$ cat config.mk
export PLATFORM = sky130hd
export DESIGN_NAME = gamepad_pmod_tx
export DESIGN_NICKNAME = d
export VERILOG_FILES = /design/src/rtl/gamepad_pmod_pkg.sv /design/src/rtl/gamepad_pmod_tx.sv
export SDC_FILE = /design/constraint.sdc
export NUM_CORES = 1
export LEC_CHECK = 0
export CAP_MARGIN = 40
export CORE_MARGIN = 2
export CORE_UTILIZATION = 35
export CTS_CLUSTER_DIAMETER = 80
export DETAILED_ROUTE_END_ITERATION = 7
export DONT_BUFFER_PORTS = 1
export GPL_TIMING_DRIVEN = 0
export PLACE_DENSITY = 0.5
export SLEW_MARGIN = 10
export SYNTH_ARGS = -nofsm -noshare
export SYNTH_HDL_FRONTEND = slang
export SYNTH_SLANG_ARGS = --single-unit
$ cat constraint.sdc
create_clock -name clk -period 2.38 [get_ports clk]
set_input_delay 0.119 -clock clk [delete_from_list [all_inputs] [get_ports clk]]
set_output_delay 0.119 -clock clk [all_outputs]
set_load 0.1 [all_outputs]
$ cat src/rtl/gamepad_pmod_pkg.sv
// Shared definitions for the Gamepad Pmod transmit and receive drivers.
// Contents:
//   gp_state_t     - transmitter FSM states
//   GP_BUTTONS     - buttons per controller
//   GP_FRAME_BITS  - bits per frame (two controllers)
//   BTN_*          - bit index of each button inside a 12-bit controller word
package gamepad_pmod_pkg;

  localparam int GP_BUTTONS    = 12;
  localparam int GP_FRAME_BITS = 24;

  // Button order inside a controller word, MSB first:
  // {b, y, select, start, up, down, left, right, a, x, l, r}
  localparam int BTN_B      = 11;
  localparam int BTN_Y      = 10;
  localparam int BTN_SELECT = 9;
  localparam int BTN_START  = 8;
  localparam int BTN_UP     = 7;
  localparam int BTN_DOWN   = 6;
  localparam int BTN_LEFT   = 5;
  localparam int BTN_RIGHT  = 4;
  localparam int BTN_A      = 3;
  localparam int BTN_X      = 2;
  localparam int BTN_L      = 1;
  localparam int BTN_R      = 0;

  typedef enum logic [2:0] {
    IDLE   = 3'd0,
    BIT_LO = 3'd1,
    BIT_HI = 3'd2,
    LATCH  = 3'd3,
    GAP    = 3'd4
  } gp_state_t;

endpackage

$ cat src/rtl/gamepad_pmod_tx.sv
// Gamepad Pmod transmitter: serialises {buttons2, buttons1} MSB first on
// pmod_data/pmod_clk, then pulses pmod_latch, then idles for one gap phase.
// Ports:
//   clk, reset          - system clock, asynchronous active-high reset
//   buttons1, buttons2  - controller button vectors (1 = pressed)
//   send                - frame request, taken only while busy is low
//   busy                - a frame is in progress
//   done                - one-cycle pulse as busy falls
//   pmod_latch, pmod_clk, pmod_data - protocol lines
// All outputs come straight from flops.
module gamepad_pmod_tx
  import gamepad_pmod_pkg::*;
#(
  parameter int CLK_DIV    = 4,
  parameter int FRAME_BITS = GP_FRAME_BITS
) (
  input  logic                  clk,
  input  logic                  reset,
  input  logic [GP_BUTTONS-1:0] buttons1,
  input  logic [GP_BUTTONS-1:0] buttons2,
  input  logic                  send,
  output logic                  busy,
  output logic                  done,
  output logic                  pmod_latch,
  output logic                  pmod_clk,
  output logic                  pmod_data
);

  localparam int PW = (CLK_DIV > 1) ? $clog2(CLK_DIV) : 1;
  localparam logic [PW-1:0] PHASE_LOAD = PW'(CLK_DIV - 1);
  localparam logic [4:0]    BIT_LOAD   = 5'(FRAME_BITS - 1);

  gp_state_t             state_q, state_d;
  logic [PW-1:0]         phase_q, phase_d;
  logic [4:0]            bit_q, bit_d;
  logic [FRAME_BITS-1:0] shreg_q, shreg_d;
  logic                  busy_d, done_d, latch_d, pclk_d, data_d;
  logic                  phase_end;

  assign phase_end = (phase_q == '0);

  // State register together with the phase counter, bit counter and
  // shift register, which all advance in lockstep with the FSM.
  always_ff @(posedge clk or posedge reset) begin
    if (reset) begin
      state_q <= IDLE;
      phase_q <= '0;
      bit_q   <= '0;
      shreg_q <= '0;
    end else begin
      state_q <= state_d;
      phase_q <= phase_d;
      bit_q   <= bit_d;
      shreg_q <= shreg_d;
    end
  end

  // Next-state logic. The shift happens on the BIT_HI -> BIT_LO edge so the
  // new data bit appears in the same cycle pmod_clk falls. The phase counter
  // reloads on every state change and otherwise counts down to zero.
  always_comb begin
    state_d = state_q;
    phase_d = phase_q;
    bit_d   = bit_q;
    shreg_d = shreg_q;
    case (state_q)
      IDLE: begin
        if (send) begin
          state_d = BIT_LO;
          shreg_d = FRAME_BITS'({buttons2, buttons1});
          bit_d   = BIT_LOAD;
        end
      end
      BIT_LO: if (phase_end) state_d = BIT_HI;
      BIT_HI: begin
        if (phase_end) begin
          if (bit_q == 5'd0) begin
            state_d = LATCH;
          end else begin
            state_d = BIT_LO;
            bit_d   = bit_q - 5'd1;
            shreg_d = {shreg_q[FRAME_BITS-2:0], 1'b0};
          end
        end
      end
      LATCH:   if (phase_end) state_d = GAP;
      GAP:     if (phase_end) state_d = IDLE;
      default: state_d = IDLE;
    endcase

    if (state_d != state_q) begin
      phase_d = (state_d == IDLE) ? '0 : PHASE_LOAD;
    end else if (!phase_end) begin
      phase_d = phase_q - PW'(1);
    end
  end

  // Output decode from the next state, registered below so every output
  // is a flop that lines up with the state it belongs to.
  always_comb begin
    busy_d  = (state_d != IDLE);
    done_d  = (state_q == GAP) && (state_d == IDLE);
    latch_d = (state_d == LATCH);
    pclk_d  = (state_d == BIT_HI);
    data_d  = 1'b0;
    if (state_d == BIT_LO || state_d == BIT_HI) begin
      data_d = shreg_d[FRAME_BITS-1];
    end
  end

  // Output registers.
  always_ff @(posedge clk or posedge reset) begin
    if (reset) begin
      busy       <= 1'b0;
      done       <= 1'b0;
      pmod_latch <= 1'b0;
      pmod_clk   <= 1'b0;
      pmod_data  <= 1'b0;
    end else begin
      busy       <= busy_d;
      done       <= done_d;
      pmod_latch <= latch_d;
      pmod_clk   <= pclk_d;
      pmod_data  <= data_d;
    end
  end

endmodule

==> results of run 1 <==
state kept, by name (all words and copies together) (netlist names):
register	flops
shreg_q	24
bit_q	5
state_q	3
phase_q	2
busy	1
done	1
pmod_clk	1
pmod_data	1
pmod_latch	1
timing repair:
item | in CTS | in global routing
endpoints found under the hold margin | 16 | 1
hold buffers | 3 | 1
buffers inserted | 0 | 0
layer usage:
| metal | share of wire [%] | up-vias |
|---|---|---|
| met3 | 6.5 | 2 |
| met5 | 0 | - |
| met4 | 0.53 | 0 |
| met1 | 45 | 642 |
| li1 | - | 610 |
| met2 | 48 | 29 |
per-stage QoR:
step | utilization, % | std cells
after detailed placement | 38.31 | 233
after floorplan | - | 162
final | 41.40 | 245
after CTS | 41.21 | 244
after global placement | 37.92 | 232
after global routing | 41.40 | 245
cell usage after synthesis (all sizes together):
cell type,count
a211oi,4
a21o,23
a21oi,4
a22o,23
a22oi,1
a31o,1
a31oi,1
and2,1
and3,1
and4b,1
and4bb,1
buf,9
clkbuf,5
dfrtp,39
ha,3
inv,7
mux2,1
mux2i,2
nand2,5
nand2b,1
nand3,2
nor2,9
nor2b,2
nor3,2
o211ai,1
o21ai,3
o22a,1
o31ai,1
or2,2
or3,2
or3b,1
or4b,1
xor2,2
power by group through the flow:
| stage | registers (uW) | clock network, uW | logic (uW) |
|---|---|---|---|
| final | 1240 | 568 | 920 |
| after global routing | 1270 | 626 | 1050 |
| after CTS | 1240 | 583 | 935 |
| after detailed placement | 1260 | 0 | 924 |
| after global placement | 1240 | 0 | 892 |
| after floorplan | 1210 | 0 | 767 |
logic make-up after synthesis:
logic type	Yosys count	synth area share [%]
and+or+nand+nor	31	9.473
muxes	3	1.691
AOI/OAI and AO/OA	63	26.25
adders and majority gates	3	2.030
xor gates and xnor gates	2	0.9474
buffers and inverters	21	6.834
DFF	39	52.77
area by class of cell:
class / instances / area (sq um) / share of cell area [%]
Timing Repair Buffer: 5 / 60.06 / 2.840
Multi-Input combinational cell: 102 / 747.0 / 35.33
Clock buffer: 6 / 82.58 / 3.905
Tap cell: 70 / 87.58 / 4.142
Inverter: 7 / 26.28 / 1.243
Buffer: 14 / 100.1 / 4.734
Clock inverter: 2 / 35.03 / 1.657
Sequential cell: 39 / 975.9 / 46.15
critical path, cell delays in order (launching register included):
cell and delay, ps:
dfrtp_1 410, inv_1 90, ha_1 130, or4b_1 420, buf_2 170, a31oi_1 210
or3_1 150, buf_4 160, mux2_1 330
worst max-delay path by stage:
stage | from | end | slack [ps] | cells past startpoint
finish | bit_q[0] | bit_q[1] | 190 | 8
global route | bit_q[0] | bit_q[1] | 40 | 8
CTS | bit_q[0] | bit_q[1] | 190 | 8
detailed placement | bit_q[0] | bit_q[1] | 210 | 8
global placement | bit_q[0] | bit_q[1] | 240 | 8
floorplan | bit_q[0] | bit_q[1] | 380 | 8
==> results.cfg, run 1 <==
[timing]
fin_skew_ps = 6.116
tightest_slew_ps = 868.3
final_hold_viol_count = 0
rsz0062_at_grt = no
finalCritPeriodShare_pct = 91.93
slew_violations = 0
tns_ps = 0
hold_ws_ps = 33.49
relSlewSlack_pct = 42.15
period_minus_slack_ps = 2188
setup_violations = 0
setup_ws_ps = 192.1
fmaxAchievable_mhz = 457.1

[cts]
clk_pin_slew_worst_paths_ps = 80
cts_buffers = 5
clk_latency_ps = 290
cts_resized = 0
cts_tree = built
cts.sinks = 39
cts_buffer_depth = 2
cts_max_level = 2
root_buffer = clkbuf_8

[critical_path]
cp_max_fo = 7
cp-start-kind = flip-flop
crit_type = reg2reg
end_kind = flip-flop
r2r_setup_slack_ps = 190
timing.rr.start = bit_q[0]
rr_worst_depth = 8
required_ps = 2550
arrival_ps = 2360
rr_endpoint = bit_q[1]

[final_layout]
final_area_sq_mm = 0.002115
nFillCells = 497
final_common_cell = dfrtp_1
num_antenna_cells = 0
syn2layout_area_growth_pct = 14.34
layout-drive-gt1-share_pct = 14.29
mostFrequentLayoutCells = 39 x dfrtp_1, 23 x a21o_1, 23 x a22o_1
fin_nets = 204

[synth]
ys_top_cells_by_area = dfrtp_1 53%, a22o_1 11%, a21o_1 9.3%
synth_warnings = 0
synth_top_area_share_pct = 52.77
synthCells = 162
synth_area_leader_cell = dfrtp_1
ys_seq_elements = 39
netlist_area_sq_mm = 0.001849
ys_types = 37
syn_area_per_cell_sq_um = 11.42
yosysSeqAreaShare_pct = 52.77
synth_nets = 192

[routing]
wl_per_cell_um = 14.58
vias = 1283
initialDrtViolationCount = 55
routed_via_density = 5.237
drtPass1Iterations = 4
ant_nets = 0
drc = 0
totalWireLength_mm = 3.573

[placed_design]
gp_congestion = 0.7963
dp_hpwl_mm = 2.572
placed_cell_area_sq_mm = 0.001957
portBuffers = 0
pre_cts_ws_ps = 209.9

[pwr]
totalPowerFinal_uw = 2730
p_switching_uw = 999.0
seqPwrFrac_pct = 45.5
p_leak_uw = 0.001082
netSwitchingFraction_pct = 36.60
clockPowerShare_pct = 20.8
internal-power_uw = 1731
combPwrFrac_pct = 33.7
p_per_area_mw_per_mm2 = 1291
vdd_ir_drop_max_v = 0.0003870

[worst_hold_path]
holdPathStages = 2
hp-class = in2reg
hold_end = shreg_q[22]
hp-start = buttons2[10]

[grt]
grt_use_met2_pct = 20.00
track_usage_pct = 13.15
antenna_found_initial = 0
grt_use_met1_pct = 16.83
grt_util_met3_pct = 5.765
grt_overflow = 0
grt.busiest_layer = met2
grt_pass1_vias = 1254
grt_max_degree = 26
grt_pass1_wl_mm = 6.072

[floorplan]
dieArea_sq_mm = 0.005881
core_sq_mm = 0.005107
start_util_pct = 36.21
fp.dieW_um = 76.69
dieHeight_um = 76.69
num_io_pins = 32
std_cell_rows = 26

[run]
cap_violations = 0

[outcome]
run_status = completed
Note: power is estimated with default switching activity, not from simulation.
==> run 2: changes to the inputs <==
==> constraint.sdc (replaced) <==
create_clock -name clk -period 2.38 [get_ports clk]
set_input_delay 0.238 -clock clk [delete_from_list [all_inputs] [get_ports clk]]
set_output_delay 0.238 -clock clk [all_outputs]
set_load 0.1 [all_outputs]
==> results.cfg, run 2 (synthesis gave the netlist of run 1 again) <==
[outcome]
run_status = completed

[floorplan]
dieHeight_um = 76.69
std_cell_rows = 26
core_sq_mm = 0.005107
fp.dieW_um = 76.69
num_io_pins = 32
start_util_pct = 36.21
dieArea_sq_mm = 0.005881

[routing]
totalWireLength_mm = 3.573
drtPass1Iterations = 4
drc = 0
initialDrtViolationCount = 31
routed_via_density = 5.248
vias = 1270
ant_nets = 0
wl_per_cell_um = 14.76

[critical_path]
end_kind = flip-flop
cp_max_fo = 7
required_ps = 2550
crit_type = reg2reg
crit_chain = inv_1 -> ha_1 -> or4b_1 -> buf_2 -> a31oi_1 -> or3_1 -> buf_4 -> mux2_1
arrival_ps = 2360
cp_slowest_stage_delay_ps = 420
crit_path_top_delay_cell = or4b_1
rr_worst_depth = 8
cp-start-kind = flip-flop

[final_layout]
post-route-util_pct = 40.81
layout-drive-gt1-share_pct = 14.53
largest_register = shreg_q
final_common_cell = dfrtp_1
nFillCells = 499
syn2layout_area_growth_pct = 12.72
mostFrequentLayoutCells = 39 x dfrtp_1, 23 x a21o_1, 23 x a22o_1
reg.largest.list = shreg_q: 24 flops, bit_q: 5 flops, state_q: 3 flops
fin_nets = 201
largest_reg_flops = 24
num_antenna_cells = 0

[worst_hold_path]
hp-class = in2reg
holdPathStages = 1

[timing]
fin_skew_ps = 7.301
tightest_slew_ps = 868.2
finalCritPeriodShare_pct = 91.71
setup_violations = 0
relSlewSlack_pct = 42.16
tns_ps = 0
slew_violations = 0
final_hold_viol_count = 0
rsz0062_at_grt = no
period_minus_slack_ps = 2183
setup_ws_ps = 197.4
hold_ws_ps = 90.61
fmaxAchievable_mhz = 458.2

[placed_design]
gp_congestion = 0.7963
portBuffers = 0
pre_cts_ws_ps = 209.9
dp_hpwl_mm = 2.572

[grt]
grt_pass1_vias = 1249
track_usage_pct = 13.00
grt_pass1_wl_mm = 6.009
grt_max_degree = 26
grt_overflow = 0
antenna_found_initial = 0

[cts]
cts_buffer_depth = 2
cts_resized = 0
cts_tree = built
cts_max_level = 2
clk_pin_slew_worst_paths_ps = 80
clk_latency_ps = 290
cts_hold_buf = 1
post_cts_buffers = 0
root_buffer = clkbuf_8
cts_buffers = 5
cts.sinks = 39

[pwr]
p_leak_uw = 0.001069
vdd_ir_drop_max_v = 0.0003861
p_per_area_mw_per_mm2 = 1307

[run]
cap_violations = 0
run 2: cell types whose count changed in the layout (fill, tap and decap cells not counted):
cell and change:
dlygate4sd3_1 -3
run 2: worst paths after layout:
path	startpoint	to	slack, ps
worst max-delay path	bit_q[0]	bit_q[1]	200
worst min-delay path	buttons1[0]	shreg_q[0]	90
max in group asynchronous	reset	shreg_q[4]	1570
min in group asynchronous	reset	bit_q[3]	370
worst max register to register	bit_q[0]	bit_q[1]	200
worst min register to register	bit_q[4]	bit_q[4]	480
run 2: power breakdown:
| group | switching, uW | internal, uW |
|---|---|---|
| Combinational | 463 | 453 |
| Sequential | 308 | 935 |
| Clock | 227 | 339 |
run 2: layout make-up:
type	count	area, sq um	share of cell area (%)
tap	70	87.58	4.202
sequential	39	975.9	46.82
inverter	7	26.28	1.261
multi-input combinational	102	747.0	35.83
clock inverter	2	35.03	1.681
timing repair buffer	2	30.03	1.441
clock buffer	6	82.58	3.962
buffer	14	100.1	4.802
run 2: critical path: cells and delay by family, from the launching register on:
family / cells / cell delay, ps
AOI/OAI and AO/OA: 1 / 210
adders and majority gates: 1 / 130
buffers and inverters: 3 / 420
DFF: 1 / 410
muxes: 1 / 330
and+or+nand+nor: 2 / 570
run 2: metrics by stage:
stage | instances | power, uW | area, sq um
floorplan | 162 | 1979 | 1849
global placement | 232 | 2135 | 1937
detailed placement | 233 | 2179 | 1957
CTS | 242 | 2758 | 2085
global route | 242 | 2938 | 2085
finish | 242 | 2725 | 2085
run 2: layer usage:
metal	vias up	global-route usage (%)	wire length [um]
li1	604	-	-
met1	638	16.30	1608
met2	26	20.00	1704
met3	2	5.882	241
met4	0	4.182	19
met5	-	0	0
